===== src/rtl/trade_pkg.sv =====
// Shared sizing for the order-book analytics path; matching_engine imports
// the same PRICE_W so trade prices line up across both blocks.
package trade_pkg;
  localparam int PRICE_W    = 8;
  localparam int CNT_W      = 16;
  localparam int AVG_LOG2   = 3;
  localparam int HIST_DEPTH = 32;
  localparam int HIST_AW    = $clog2(HIST_DEPTH);
  localparam int SUM_W      = PRICE_W + AVG_LOG2;
endpackage


===== src/rtl/trade_history_ram.sv =====
// Simple dual-port trade-price history: synchronous write, registered read,
// no reset so it maps onto block RAM.
module trade_history_ram #(
  parameter int DATA_W = trade_pkg::PRICE_W,
  parameter int DEPTH  = trade_pkg::HIST_DEPTH,
  parameter int AW     = $clog2(DEPTH)
) (
  input  logic              clk,
  input  logic              wr_en,
  input  logic [AW-1:0]     wr_addr,
  input  logic [DATA_W-1:0] wr_data,
  input  logic [AW-1:0]     rd_addr,
  output logic [DATA_W-1:0] rd_data
);

  logic [DATA_W-1:0] mem_q [DEPTH];
  logic [DATA_W-1:0] rd_data_q;

  // Read returns the pre-write contents when both ports hit the same entry.
  always_ff @(posedge clk) begin
    if (wr_en) begin
      mem_q[wr_addr] <= wr_data;
    end
    rd_data_q <= mem_q[rd_addr];
  end

  assign rd_data = rd_data_q;

endmodule


===== src/rtl/trade_stats.sv =====
// Running trade statistics (count, last, min, max, moving average, spread)
// plus a circular price history read back newest-first by the VGA renderer.
module trade_stats #(
  parameter int PRICE_W    = trade_pkg::PRICE_W,
  parameter int CNT_W      = trade_pkg::CNT_W,
  parameter int AVG_LOG2   = trade_pkg::AVG_LOG2,
  parameter int HIST_DEPTH = trade_pkg::HIST_DEPTH
) (
  input  logic                          clk,
  input  logic                          reset,
  input  logic                          match_valid,
  input  logic [PRICE_W-1:0]            trade_price,
  input  logic [PRICE_W-1:0]            best_bid,
  input  logic [PRICE_W-1:0]            best_ask,
  output logic [CNT_W-1:0]              trade_count,
  output logic [PRICE_W-1:0]            last_price,
  output logic [PRICE_W-1:0]            min_price,
  output logic [PRICE_W-1:0]            max_price,
  output logic [PRICE_W-1:0]            avg_price,
  output logic                          avg_valid,
  output logic [PRICE_W-1:0]            spread,
  input  logic [$clog2(HIST_DEPTH)-1:0] hist_rd_addr,
  output logic [PRICE_W-1:0]            hist_rd_data,
  output logic [$clog2(HIST_DEPTH):0]   hist_fill
);

  localparam int HIST_AW = $clog2(HIST_DEPTH);
  localparam int SUM_W   = PRICE_W + AVG_LOG2;
  localparam int AVG_WIN = 1 << AVG_LOG2;

  localparam logic [CNT_W-1:0]    CNT_MAX  = {CNT_W{1'b1}};
  localparam logic [HIST_AW:0]    FILL_MAX = (HIST_AW+1)'(HIST_DEPTH);
  localparam logic [AVG_LOG2:0]   WIN_MAX  = (AVG_LOG2+1)'(AVG_WIN);

  logic [CNT_W-1:0]   trade_count_q, trade_count_d;
  logic [PRICE_W-1:0] last_price_q, last_price_d;
  logic [PRICE_W-1:0] min_price_q, min_price_d;
  logic [PRICE_W-1:0] max_price_q, max_price_d;
  logic [PRICE_W-1:0] avg_price_q, avg_price_d;
  logic               avg_valid_q, avg_valid_d;
  logic [PRICE_W-1:0] spread_q, spread_d;
  logic [SUM_W-1:0]   sum_q, sum_d;
  logic [PRICE_W-1:0] win_q [AVG_WIN];
  logic [PRICE_W-1:0] win_d [AVG_WIN];
  logic [AVG_LOG2:0]  win_fill_q, win_fill_d;
  logic [HIST_AW:0]   hist_fill_q, hist_fill_d;
  logic [HIST_AW-1:0] wr_ptr_q, wr_ptr_d;
  logic               rd_zero_q, rd_zero_d;
  logic [HIST_AW-1:0] rd_phys_s;
  logic [PRICE_W-1:0] ram_rd_data_s;
  logic               wr_en_s;

  // Next-state for every statistic; a trade is any cycle with match_valid high.
  always_comb begin
    trade_count_d = trade_count_q;
    last_price_d  = last_price_q;
    min_price_d   = min_price_q;
    max_price_d   = max_price_q;
    sum_d         = sum_q;
    win_fill_d    = win_fill_q;
    hist_fill_d   = hist_fill_q;
    wr_ptr_d      = wr_ptr_q;
    for (int i = 0; i < AVG_WIN; i++) begin
      win_d[i] = win_q[i];
    end

    if (match_valid) begin
      trade_count_d = (trade_count_q == CNT_MAX) ? trade_count_q : trade_count_q + 1'b1;
      last_price_d  = trade_price;
      min_price_d   = (trade_price < min_price_q) ? trade_price : min_price_q;
      max_price_d   = (trade_price > max_price_q) ? trade_price : max_price_q;
      // Modular add/subtract is exact: the true sum never leaves SUM_W bits.
      sum_d         = sum_q + SUM_W'(trade_price) - SUM_W'(win_q[AVG_WIN-1]);
      win_d[0]      = trade_price;
      for (int i = 1; i < AVG_WIN; i++) begin
        win_d[i] = win_q[i-1];
      end
      win_fill_d    = (win_fill_q == WIN_MAX) ? win_fill_q : win_fill_q + 1'b1;
      hist_fill_d   = (hist_fill_q == FILL_MAX) ? hist_fill_q : hist_fill_q + 1'b1;
      wr_ptr_d      = wr_ptr_q + 1'b1;
    end else begin
      trade_count_d = trade_count_q;
    end

    avg_price_d = sum_d[SUM_W-1:AVG_LOG2];
    avg_valid_d = (win_fill_d == WIN_MAX);
    spread_d    = (best_ask >= best_bid) ? best_ask - best_bid : '0;

    // Newest entry sits just behind the write pointer as it stands this cycle.
    rd_phys_s   = wr_ptr_q - HIST_AW'(1) - hist_rd_addr;
    rd_zero_d   = ({1'b0, hist_rd_addr} >= hist_fill_q);
  end

  // State registers; reset overrides any trade presented in the same cycle.
  always_ff @(posedge clk) begin
    if (reset) begin
      trade_count_q <= '0;
      last_price_q  <= '0;
      min_price_q   <= '1;
      max_price_q   <= '0;
      avg_price_q   <= '0;
      avg_valid_q   <= 1'b0;
      spread_q      <= '0;
      sum_q         <= '0;
      win_fill_q    <= '0;
      hist_fill_q   <= '0;
      wr_ptr_q      <= '0;
      rd_zero_q     <= 1'b1;
      for (int i = 0; i < AVG_WIN; i++) begin
        win_q[i] <= '0;
      end
    end else begin
      trade_count_q <= trade_count_d;
      last_price_q  <= last_price_d;
      min_price_q   <= min_price_d;
      max_price_q   <= max_price_d;
      avg_price_q   <= avg_price_d;
      avg_valid_q   <= avg_valid_d;
      spread_q      <= spread_d;
      sum_q         <= sum_d;
      win_fill_q    <= win_fill_d;
      hist_fill_q   <= hist_fill_d;
      wr_ptr_q      <= wr_ptr_d;
      rd_zero_q     <= rd_zero_d;
      for (int i = 0; i < AVG_WIN; i++) begin
        win_q[i] <= win_d[i];
      end
    end
  end

  assign wr_en_s = match_valid & ~reset;

  trade_history_ram #(
    .DATA_W (PRICE_W),
    .DEPTH  (HIST_DEPTH),
    .AW     (HIST_AW)
  ) u_hist (
    .clk     (clk),
    .wr_en   (wr_en_s),
    .wr_addr (wr_ptr_q),
    .wr_data (trade_price),
    .rd_addr (rd_phys_s),
    .rd_data (ram_rd_data_s)
  );

  assign trade_count  = trade_count_q;
  assign last_price   = last_price_q;
  assign min_price    = min_price_q;
  assign max_price    = max_price_q;
  assign avg_price    = avg_price_q;
  assign avg_valid    = avg_valid_q;
  assign spread       = spread_q;
  assign hist_fill    = hist_fill_q;
  // Stale RAM contents beyond the fill level are never exposed.
  assign hist_rd_data = rd_zero_q ? '0 : ram_rd_data_s;

endmodule

===== config.mk =====
export PLATFORM = sky130hd
export DESIGN_NAME = trade_stats
export DESIGN_NICKNAME = d
export VERILOG_FILES = /design/src/rtl/trade_pkg.sv /design/src/rtl/trade_history_ram.sv /design/src/rtl/trade_stats.sv
export SDC_FILE = /design/constraint.sdc
export NUM_CORES = 1
export LEC_CHECK = 0
export CORE_UTILIZATION = 63
export CTS_CLUSTER_DIAMETER = 30
export CTS_CLUSTER_SIZE = 20
export DETAILED_ROUTE_END_ITERATION = 10
export DONT_BUFFER_PORTS = 1
export GPL_TIMING_DRIVEN = 0
export PLACE_DENSITY = 0.79
export SYNTH_ARGS = -nofsm -noshare
export SYNTH_HDL_FRONTEND = slang
export SYNTH_SLANG_ARGS = --single-unit

===== constraint.sdc =====
create_clock -name clk -period 3.4 [get_ports clk]
set_input_delay 0.85 -clock clk [delete_from_list [all_inputs] [get_ports clk]]
set_output_delay 0.85 -clock clk [all_outputs]
set_load 0.05 [all_outputs]

**After elaboration in Yosys (flattened, before gate mapping)**

Memories as Yosys holds them, arrays and structs flattened. A register that Yosys moved wholly into a read port is not among the register bits.
Cells that the tools add are included.

- Memories: 2
- Bits in latches: 0
- RAM bits: 320
- Flip-flop bits (word level): 76
- Memory bits (read-only): 0

- Divide/modulo/power cells: 0
- Add/subtract/negate cells: 9
- Reductions and logical operators: 5
- Shift operators: 0
- Bitwise logic cells: 13
- Mux-type cells: 18
- $mul: 0
- Order comparisons: 4
- Equality and inequality tests: 4

Memory list:

| memory | words | width | read ports | clocked after memory_dff | write ports | RTL line | text |
|---|---|---|---|---|---|---|---|
| u_hist.mem_q | 32 | 8 | 1 | 1 | 1 | trade_history_ram.sv:16 | `logic [DATA_W-1:0] mem_q [DEPTH];` |
| win_q | 8 | 8 | 8 | 0 | 8 | trade_stats.sv:43 | `logic [PRICE_W-1:0] win_q [AVG_WIN];` |

Operator list:

| operator | count |
|---|---|
| $mux 8 | 9 |
| $mux 64 | 1 |
| $add 16x1->16 const B | 1 |
| $eq 16x16->1 const B | 1 |
| $add 11x8->11 | 1 |
| $mux 11 | 1 |
| $sub 11x8->11 | 1 |
| $eq 4x4->1 const B | 2 |
| $ge 8x8->1 | 1 |
| $gt 8x8->1 | 1 |
| $lt 8x8->1 | 1 |
| $mux 4 | 2 |
| $or 1x1->1 | 8 |
| $reduce_and 2->1 | 4 |
| $sub 8x8->8 | 1 |
| $add 6x1->6 const B | 1 |
| $eq 6x6->1 const B | 1 |
| $ge 5x6->1 | 1 |
| $add 5x1->5 const B | 1 |
| $mux 1 | 5 |
| $sub 5x1->5 const B | 1 |
| $sub 5x5->5 | 1 |
| $add 4x1->4 const B | 1 |
| $not 1->1 | 4 |
| 2 further kinds | 2 |

**Longest topological paths before layout**

Gate-level depths: netlist of the first run.

- Depth in word-level cells: 4
- Gate-level depth with buffers: 12

**Hierarchy**

From an unflattened synthesis of the first run, not the netlist that was laid out.

- Cells, all modules: 1182
- Area total of the unflattened synthesis: 16961.3 um^2

By module, submodules not included:

| module | seq. area each (um^2) | cells an instance | times used | area an instance (um^2) |
|---|---|---|---|---|
| trade_history_ram | 7847.5 | 417 | 1 | 10053.4 |
| trade_stats | 2642.5 | 765 | 1 | 6907.9 |

**Worst setup path after synthesis of the first run**

No wires, ideal clock.

- Path kind: input port to flip-flop
- Start: in trade_price[1]
- End: reg avg_price_q[7], in the netlist avg_price[7]
- Setup time: 121 ps
- Stages: 9
- Path slack: 310 ps
- Data arrival time: 2970 ps
- Path buffers: 0
- Cell sequence: inv_1 -> fa_1 -> fa_1 -> nand2b_1 -> a211o_1 -> a21oi_1 -> o22ai_1 -> mux2i_1 -> mux2_2

- Cells in the longest elaborated chain, start to end: 3

RTL lines:

| element | RTL line | text |
|---|---|---|
| from (decl) | trade_stats.sv:12 | `input logic [PRICE_W-1:0] trade_price,` |
| $add 11x8->11 | trade_stats.sv:73 | `sum_d = sum_q + SUM_W'(trade_price) - SUM_W'(win_q[AVG_WIN-1]);` |
| $sub 11x8->11 | trade_stats.sv:73 |  |
| $mux 11 | trade_stats.sv:67 | `if (match_valid) begin` |
| to (signal assigned) | trade_stats.sv:117 | `avg_price_q <= avg_price_d;` |
| to (decl) | trade_stats.sv:39 | `logic [PRICE_W-1:0] avg_price_q, avg_price_d;` |

Every way passes these cells. The select of a mux whose other input is x is not followed.
A chain may end at the register's enable or synchronous reset.

**Final worst setup path of the first run**

- Start: reg wr_ptr_q[0]
- End: reg u_hist.rd_data_q[2], in the netlist u_hist.rd_data[2], read port of u_hist.mem_q

- Cells in the longest elaborated chain, start to end: 2

RTL lines:

| element | RTL line | text |
|---|---|---|
| from (decl) | trade_stats.sv:47 | `logic [HIST_AW-1:0] wr_ptr_q, wr_ptr_d;` |
| from (signal assigned) | trade_stats.sv:123 | `wr_ptr_q <= wr_ptr_d;` |
| $sub 5x1->5 | trade_stats.sv:90 | `rd_phys_s = wr_ptr_q - HIST_AW'(1) - hist_rd_addr;` |
| $sub 5x5->5 | trade_stats.sv:90 |  |
| to (decl) | trade_history_ram.sv:17 | `logic [DATA_W-1:0] rd_data_q;` |

Every way passes these cells.

==> results.cfg, run 1 <==
[clock_tree]
tritoncts_num_sinks = 396
clkTransAtPathRegs_ns = 0.06
clock_path_buffers = 3
cts_tree = built
num_cts_buffers = 72
clock_insertion_delay_worst_skew_ns = 0.58
cts_max_level = 3
cts_hold_repair.buffers = 0
cts.repair_timing.setup_buffer_count = 0
cts_root_buffer = clkbuf_16
ctsResizeCount = 1

[global_route]
grt_use_total_pct = 28.5
number_of_antenna_violations_at_the_first_check_in_global_routing = 1
grt_max_degree = 39
global_route_wire_length_before_repair_mm = 59.2
first_global_vias = 10735
grt_overflow_total = 0

[pwr]
seq_power_share_pct = 37.2
sw_frac_of_total_pct = 27.1
ir_drop_uv = 545
power.share.clock_pct = 49.7
power.static_leakage_nw = 7.46
cellInternalPower_mw = 10.7
cellPowerDensity_mw_per_mm2 = 739
report.power.total_mw = 14.7
power_switching_mw = 3.99
comb_power_share_pct = 13.2

[worst_setup_path]
rr_endpoint = u_hist.rd_data[2]
reg2reg_from = wr_ptr_q[0]
required_ns = 3.83
critPathKind = reg2reg
critical_path.endpoint = u_hist.rd_data[2]
r2r.worst_path.cells = 9
rrSetupSlack_ns = 0.15
timing.critical_path.arrival_ns = 3.67
cp-end-kind = flop
timing.critical_path.from_type = flop
critPathMaxFanout = 10
launch_point_of_the_critical_path = wr_ptr_q[0]

[finish]
mostFrequentLayoutCell = edfxtp_1
area_delta_synth_final_pct = 17.6
final_layout_size_suffix_gt1_share_pct = 18.7
design.final.nets = 1381
layout.cells.most_common_list = edfxtp_1 (256), nor2_1 (155), dfxtp_1 (140), mux2i_1 (91), inv_1 (79)
antenna-diode-count = 0
fillCellCount = 1509

[synthesis]
yosys_cell_types = 55
ys_ff_latch = 396
synthesized_area_divided_by_synthesized_cell_count_um2 = 14.0
synth_enable_flop_cells = 256
yosysSeqAreaShare_pct = 62.0
synth_fp_nets = 1307
synthesis.instances = 1213
synth_area_mm2 = 0.0169
ys_dominant_reg_cell = edfxtp_1
synth.yosys.warnings = 0
async_reset_ff_share_pct = 0

[sta]
min_period_over_period_pct = 95.5
period_minus_slack_ns = 3.25
fin_worst_skew_ns = 0.0245
rsz0062_at_grt = false
worst_pin_slew_ns = 0.953
fmax_mhz = 308
max-slew-margin-rel_pct = 36.3
timing.final.hold_violations = 0
finalSetupTns_ns = 0
timing.hold.ws_ns = 0.366
setup_viol = 0
report.final.slew_viol_count = 0

[die]
chipWidth_um = 166
num_io_pins = 103
die_height_um = 166
initial_utilization_pct = 64.6
core_region_area_mm2 = 0.0262
num_rows = 59
design.die.area_mm2 = 0.0275

[drt]
detail_route.first_pass.iterations = 10
vias = 10206
first_iter_violations = 791
route.detailed.vias_per_inst = 6.07
wl_per_cell_um = 22.8
drt.antenna.violating_nets = 0
totalWireLength_mm = 38.4
drt_drc_violations_left = 4

[placement]
routabilityCongestion = 0.855
number_of_port_buffers = 0
place_hpwl_mm = 23.4

[status]
status = finished with violations
violations = design-rule violations

[hold_path]
timing.hold.worst.class = in2reg

[run]
max-cap-violations = 0
[state kept, by name, summed over array words and instances, names as in the netlist]
signal,cells
u_hist.mem_q,256
win_q,57
trade_count,16
avg_price,8
max_price,8
min_price,8
spread,8
u_hist.rd_data,8
last_price,7
hist_fill,6
wr_ptr_q,5
win_fill_q,4
sum_q,3
avg_valid,1
rd_zero_q,1
[stage by stage]
| step | cells | cell area [um^2] | utilization, % | worst slack (ns) |
|---|---|---|---|---|
| floorplan | 1213 | 16900 | - | 0.310 |
| global placement | 1548 | 17300 | 66.2 | -0.385 |
| detailed placement | 1548 | 17300 | 66.2 | -0.489 |
| CTS | 1681 | 19900 | 76.0 | 0.113 |
| global route | 1681 | 19900 | 76.0 | 0.0573 |
| finish | 1681 | 19900 | 76.0 | 0.153 |
[power by group through the flow]
stage,registers [mW],clock network (mW),logic [mW]
after floorplan,5.52,0,1.54
after global placement,5.55,0,1.85
after detailed placement,5.55,0,1.90
after CTS,5.46,7.35,1.93
after global routing,5.47,7.59,2.09
final,5.46,7.30,1.94
[worst max-delay path, stage by stage, from the launching register on]
cell and delay, ns:
dfxtp_1 0.45, ha_1 0.21, inv_1 0.05, fa_1 0.47, buf_4 0.22, clkbuf_1 0.56
mux4_2 0.41, mux2_2 0.32, o22ai_1 0.30, a211oi_1 0.09
[worst min path at each step]
stage | from | endpoint | slack, ns | depth (start not counted)
global placement | sum_q[1] | sum_q[1] | 0.46 | 2
global route | trade_price[1] | u_hist.mem_q[21][1] | 0.35 | 0
floorplan | sum_q[1] | sum_q[1] | 0.46 | 2
CTS | trade_price[7] | u_hist.mem_q[7][7] | 0.35 | 0
detailed placement | sum_q[1] | sum_q[1] | 0.48 | 2
finish | trade_price[7] | u_hist.mem_q[7][7] | 0.37 | 0
[cells by family (layout without fill, tap and decap cells)]
logic type,Yosys count,count (layout),synth area share [%]
compound gates,108,108,4.49
xor+xnor,31,31,1.60
fa+ha+maj,62,62,5.03
buf+inv,147,280,3.91
flops,396,396,62.0
mux,172,172,15.0
simple gates,297,297,7.96
[Yosys cell counts, types with 9 or more instances]
cell      instances  share of area [%]
edfxtp_1        256                 45
nor2_1          155                3.4
dfxtp_1         140                 17
mux2i_1          91                5.4
inv_1            79                1.8
mux4_2           64                8.5
ha_1             52                3.8
nand2_1          44               0.98
clkbuf_1         24               0.53
buf_4            22               0.98
nor2b_1          22               0.81
a21oi_1          21               0.62
nand3_1          19               0.56
mux2_2           17                1.1
xor2_1           17               0.88
buf_2            16               0.47
xnor2_1          14               0.72
a21o_1           13               0.58
nand4_1          13               0.48
o21ai_0          13               0.38
nor3_1           12               0.35
a211oi_1         10               0.44
fa_1             10                1.2
o22ai_1           9               0.33
[routing by layer]
metal	part of all wire (%)	track usage (%)	vias up	wire length, um
li1	-	-	4607	-
met3	7.3	7.22	113	2790
met1	37	32.8	5017	14300
met2	51	49.8	469	19700
met5	0	0	-	0
met4	4.1	13.8	0	1580
[layout make-up]
type	count	area, um^2	share of cell area (%)
Inverter	79	297	1.49
Clock inverter	49	674	3.39
Tap cell	335	419	2.11
Multi-Input combinational cell	670	5770	29.0
Clock buffer	84	1890	9.48
Sequential cell	396	10500	52.7
Buffer	68	368	1.85
(Power assumes the default switching activity.)
==> run 2: changes to the inputs <==
--- a/config.mk
+++ b/config.mk
@@ -5,13 +5,15 @@
 export SDC_FILE = /design/constraint.sdc
 export NUM_CORES = 1
 export LEC_CHECK = 0
-export CORE_UTILIZATION = 63
+export CELL_PAD_IN_SITES_DETAIL_PLACEMENT = 1
+export CELL_PAD_IN_SITES_GLOBAL_PLACEMENT = 1
+export CORE_UTILIZATION = 53
 export CTS_CLUSTER_DIAMETER = 30
 export CTS_CLUSTER_SIZE = 20
 export DETAILED_ROUTE_END_ITERATION = 10
 export DONT_BUFFER_PORTS = 1
 export GPL_TIMING_DRIVEN = 0
-export PLACE_DENSITY = 0.79
+export PLACE_DENSITY_LB_ADDON = 0.1
 export SYNTH_ARGS = -nofsm -noshare
 export SYNTH_HDL_FRONTEND = slang
 export SYNTH_SLANG_ARGS = --single-unit
==> results.cfg, run 2 (synthesis gave the netlist of run 1 again) <==
[status]
status = completed

[clock_tree]
cts_root_buffer = clkbuf_16
clock_path_buffers = 3
cts_tree = built
tritoncts_num_sinks = 396
clock_insertion_delay_worst_skew_ns = 0.58
num_cts_buffers = 82
clkTransAtPathRegs_ns = 0.05
cts_max_level = 3
cts_hold_repair.buffers = 0

[worst_setup_path]
critPathKind = reg2reg
timing.critical_path.from_type = flop
timing.critical_path.arrival_ns = 3.76
required_ns = 3.82
cp-end-kind = flop
critPathMaxFanout = 10

[sta]
fmax_mhz = 299
report.final.slew_viol_count = 0
setup_viol = 0
finalSetupTns_ns = 0
max-slew-margin-rel_pct = 36.5
timing.final.hold_violations = 0
fin_worst_skew_ns = 0.0202
layout_setup_ws_ns = 0.0549
rsz0062_at_grt = true
worst_pin_slew_ns = 0.950
period_minus_slack_ns = 3.35
min_period_over_period_pct = 98.4

[global_route]
grt_max_degree = 39
number_of_antenna_violations_at_the_first_check_in_global_routing = 1
grt_use_total_pct = 26.3
grt_overflow_total = 0
global_route_wire_length_before_repair_mm = 64.1
first_global_vias = 11214

[finish]
layout.cells.most_common_list = edfxtp_1 (256), nor2_1 (155), dfxtp_1 (140), mux2i_1 (91), clkbuf_16 (87)
antenna-diode-count = 0
final_layout_size_suffix_gt1_share_pct = 20.1
registers.top_by_ff_count = u_hist.mem_q
design.final.nets = 1391
layout.cell_area.non_filler_mm2 = 0.0203
post_layout_nonfiller_instances = 1768
mostFrequentLayoutCell = edfxtp_1
area_delta_synth_final_pct = 20.0
largest_reg_flops = 256
fillCellCount = 2890

[hold_path]
timing.hold.worst.class = in2reg

[die]
initial_utilization_pct = 53.8
design.die.area_mm2 = 0.0327
num_rows = 65
chipWidth_um = 181
core_region_area_mm2 = 0.0315
die_height_um = 181
num_io_pins = 103

[pwr]
power.static_leakage_nw = 7.63
cellPowerDensity_mw_per_mm2 = 771
ir_drop_uv = 678
report.power.total_mw = 15.7

[drt]
drt.antenna.violating_nets = 0
detail_route.first_pass.iterations = 5
drt_drc_violations_left = 0
wl_per_cell_um = 23.6
route.detailed.vias_per_inst = 5.75
totalWireLength_mm = 41.7
vias = 10160
first_iter_violations = 546

[placement]
placed_cells_incl_taps = 1615
number_of_port_buffers = 0
pre_cts_ws_ns = -0.456
place_hpwl_mm = 26.5
placed_cell_area_mm2 = 0.0174
routabilityCongestion = 0.762

[run]
max-cap-violations = 0
[run 2: worst paths after layout]
check / slack, ns / cells past startpoint / startpoint / to
setup / recovery: 0.05 / 9 / wr_ptr_q[0] / u_hist.rd_data[3]
hold / removal: 0.37 / 0 / trade_price[7] / u_hist.mem_q[15][7]
setup reg to reg: 0.05 / 9 / wr_ptr_q[0] / u_hist.rd_data[3]
hold reg to reg: 0.49 / 2 / sum_q[1] / sum_q[1]
[run 2: layout make-up]
cell class / count / area, um^2 / area share [%]
plain buffers: 68 / 370 / 1.82
clock buffers: 93 / 2200 / 10.8
clock inverters: 60 / 677 / 3.33
inverters: 79 / 297 / 1.46
multi-input cells: 670 / 5770 / 28.4
flip-flops and latches: 396 / 10500 / 51.7
well taps: 402 / 503 / 2.48
[run 2: critical path, cell delays in order (launching register included)]
cell and delay, ns:
dfxtp_1 0.45, ha_1 0.22, inv_1 0.06, fa_1 0.49, buf_4 0.22, clkbuf_1 0.50, mux4_2 0.41, mux2_2 0.29
o22ai_1 0.38, a211oi_1 0.15
[run 2: timing repair]
item                                    CTS  global route
buffers inserted                          0             0
pin swaps                                 0             0
gates resized for setup                   1             5
endpoints found under the setup margin    6             7
gates cloned                              0             0
[run 2: through the flow]
stage	util [%]	hold slack, ns
6_report	64.5	0.365
4_1_cts	64.5	0.347
5_1_grt	64.5	0.347
3_5_place_dp	55.4	0.483
2_1_floorplan	-	0.456
3_3_place_gp	55.4	0.464
[run 2: routing by layer]
metal  vias up  routed length (um)  part of all wire (%)  GRT usage (%)
met5         -                   0                     0              0
met4         0                1090                   2.6           10.5
met3        69                2030                   4.9           5.79
met2       251               21200                    51           45.4
met1      5203               17400                    42           32.0
li1       4637                   -                     -              -
[run 2: report_power, final]
part | internal (mW) | total (mW) | switching (mW)
clock network | 5.52 | 8.22 | 2.70
registers | 5.26 | 5.46 | 0.200
logic | 0.808 | 1.98 | 1.17
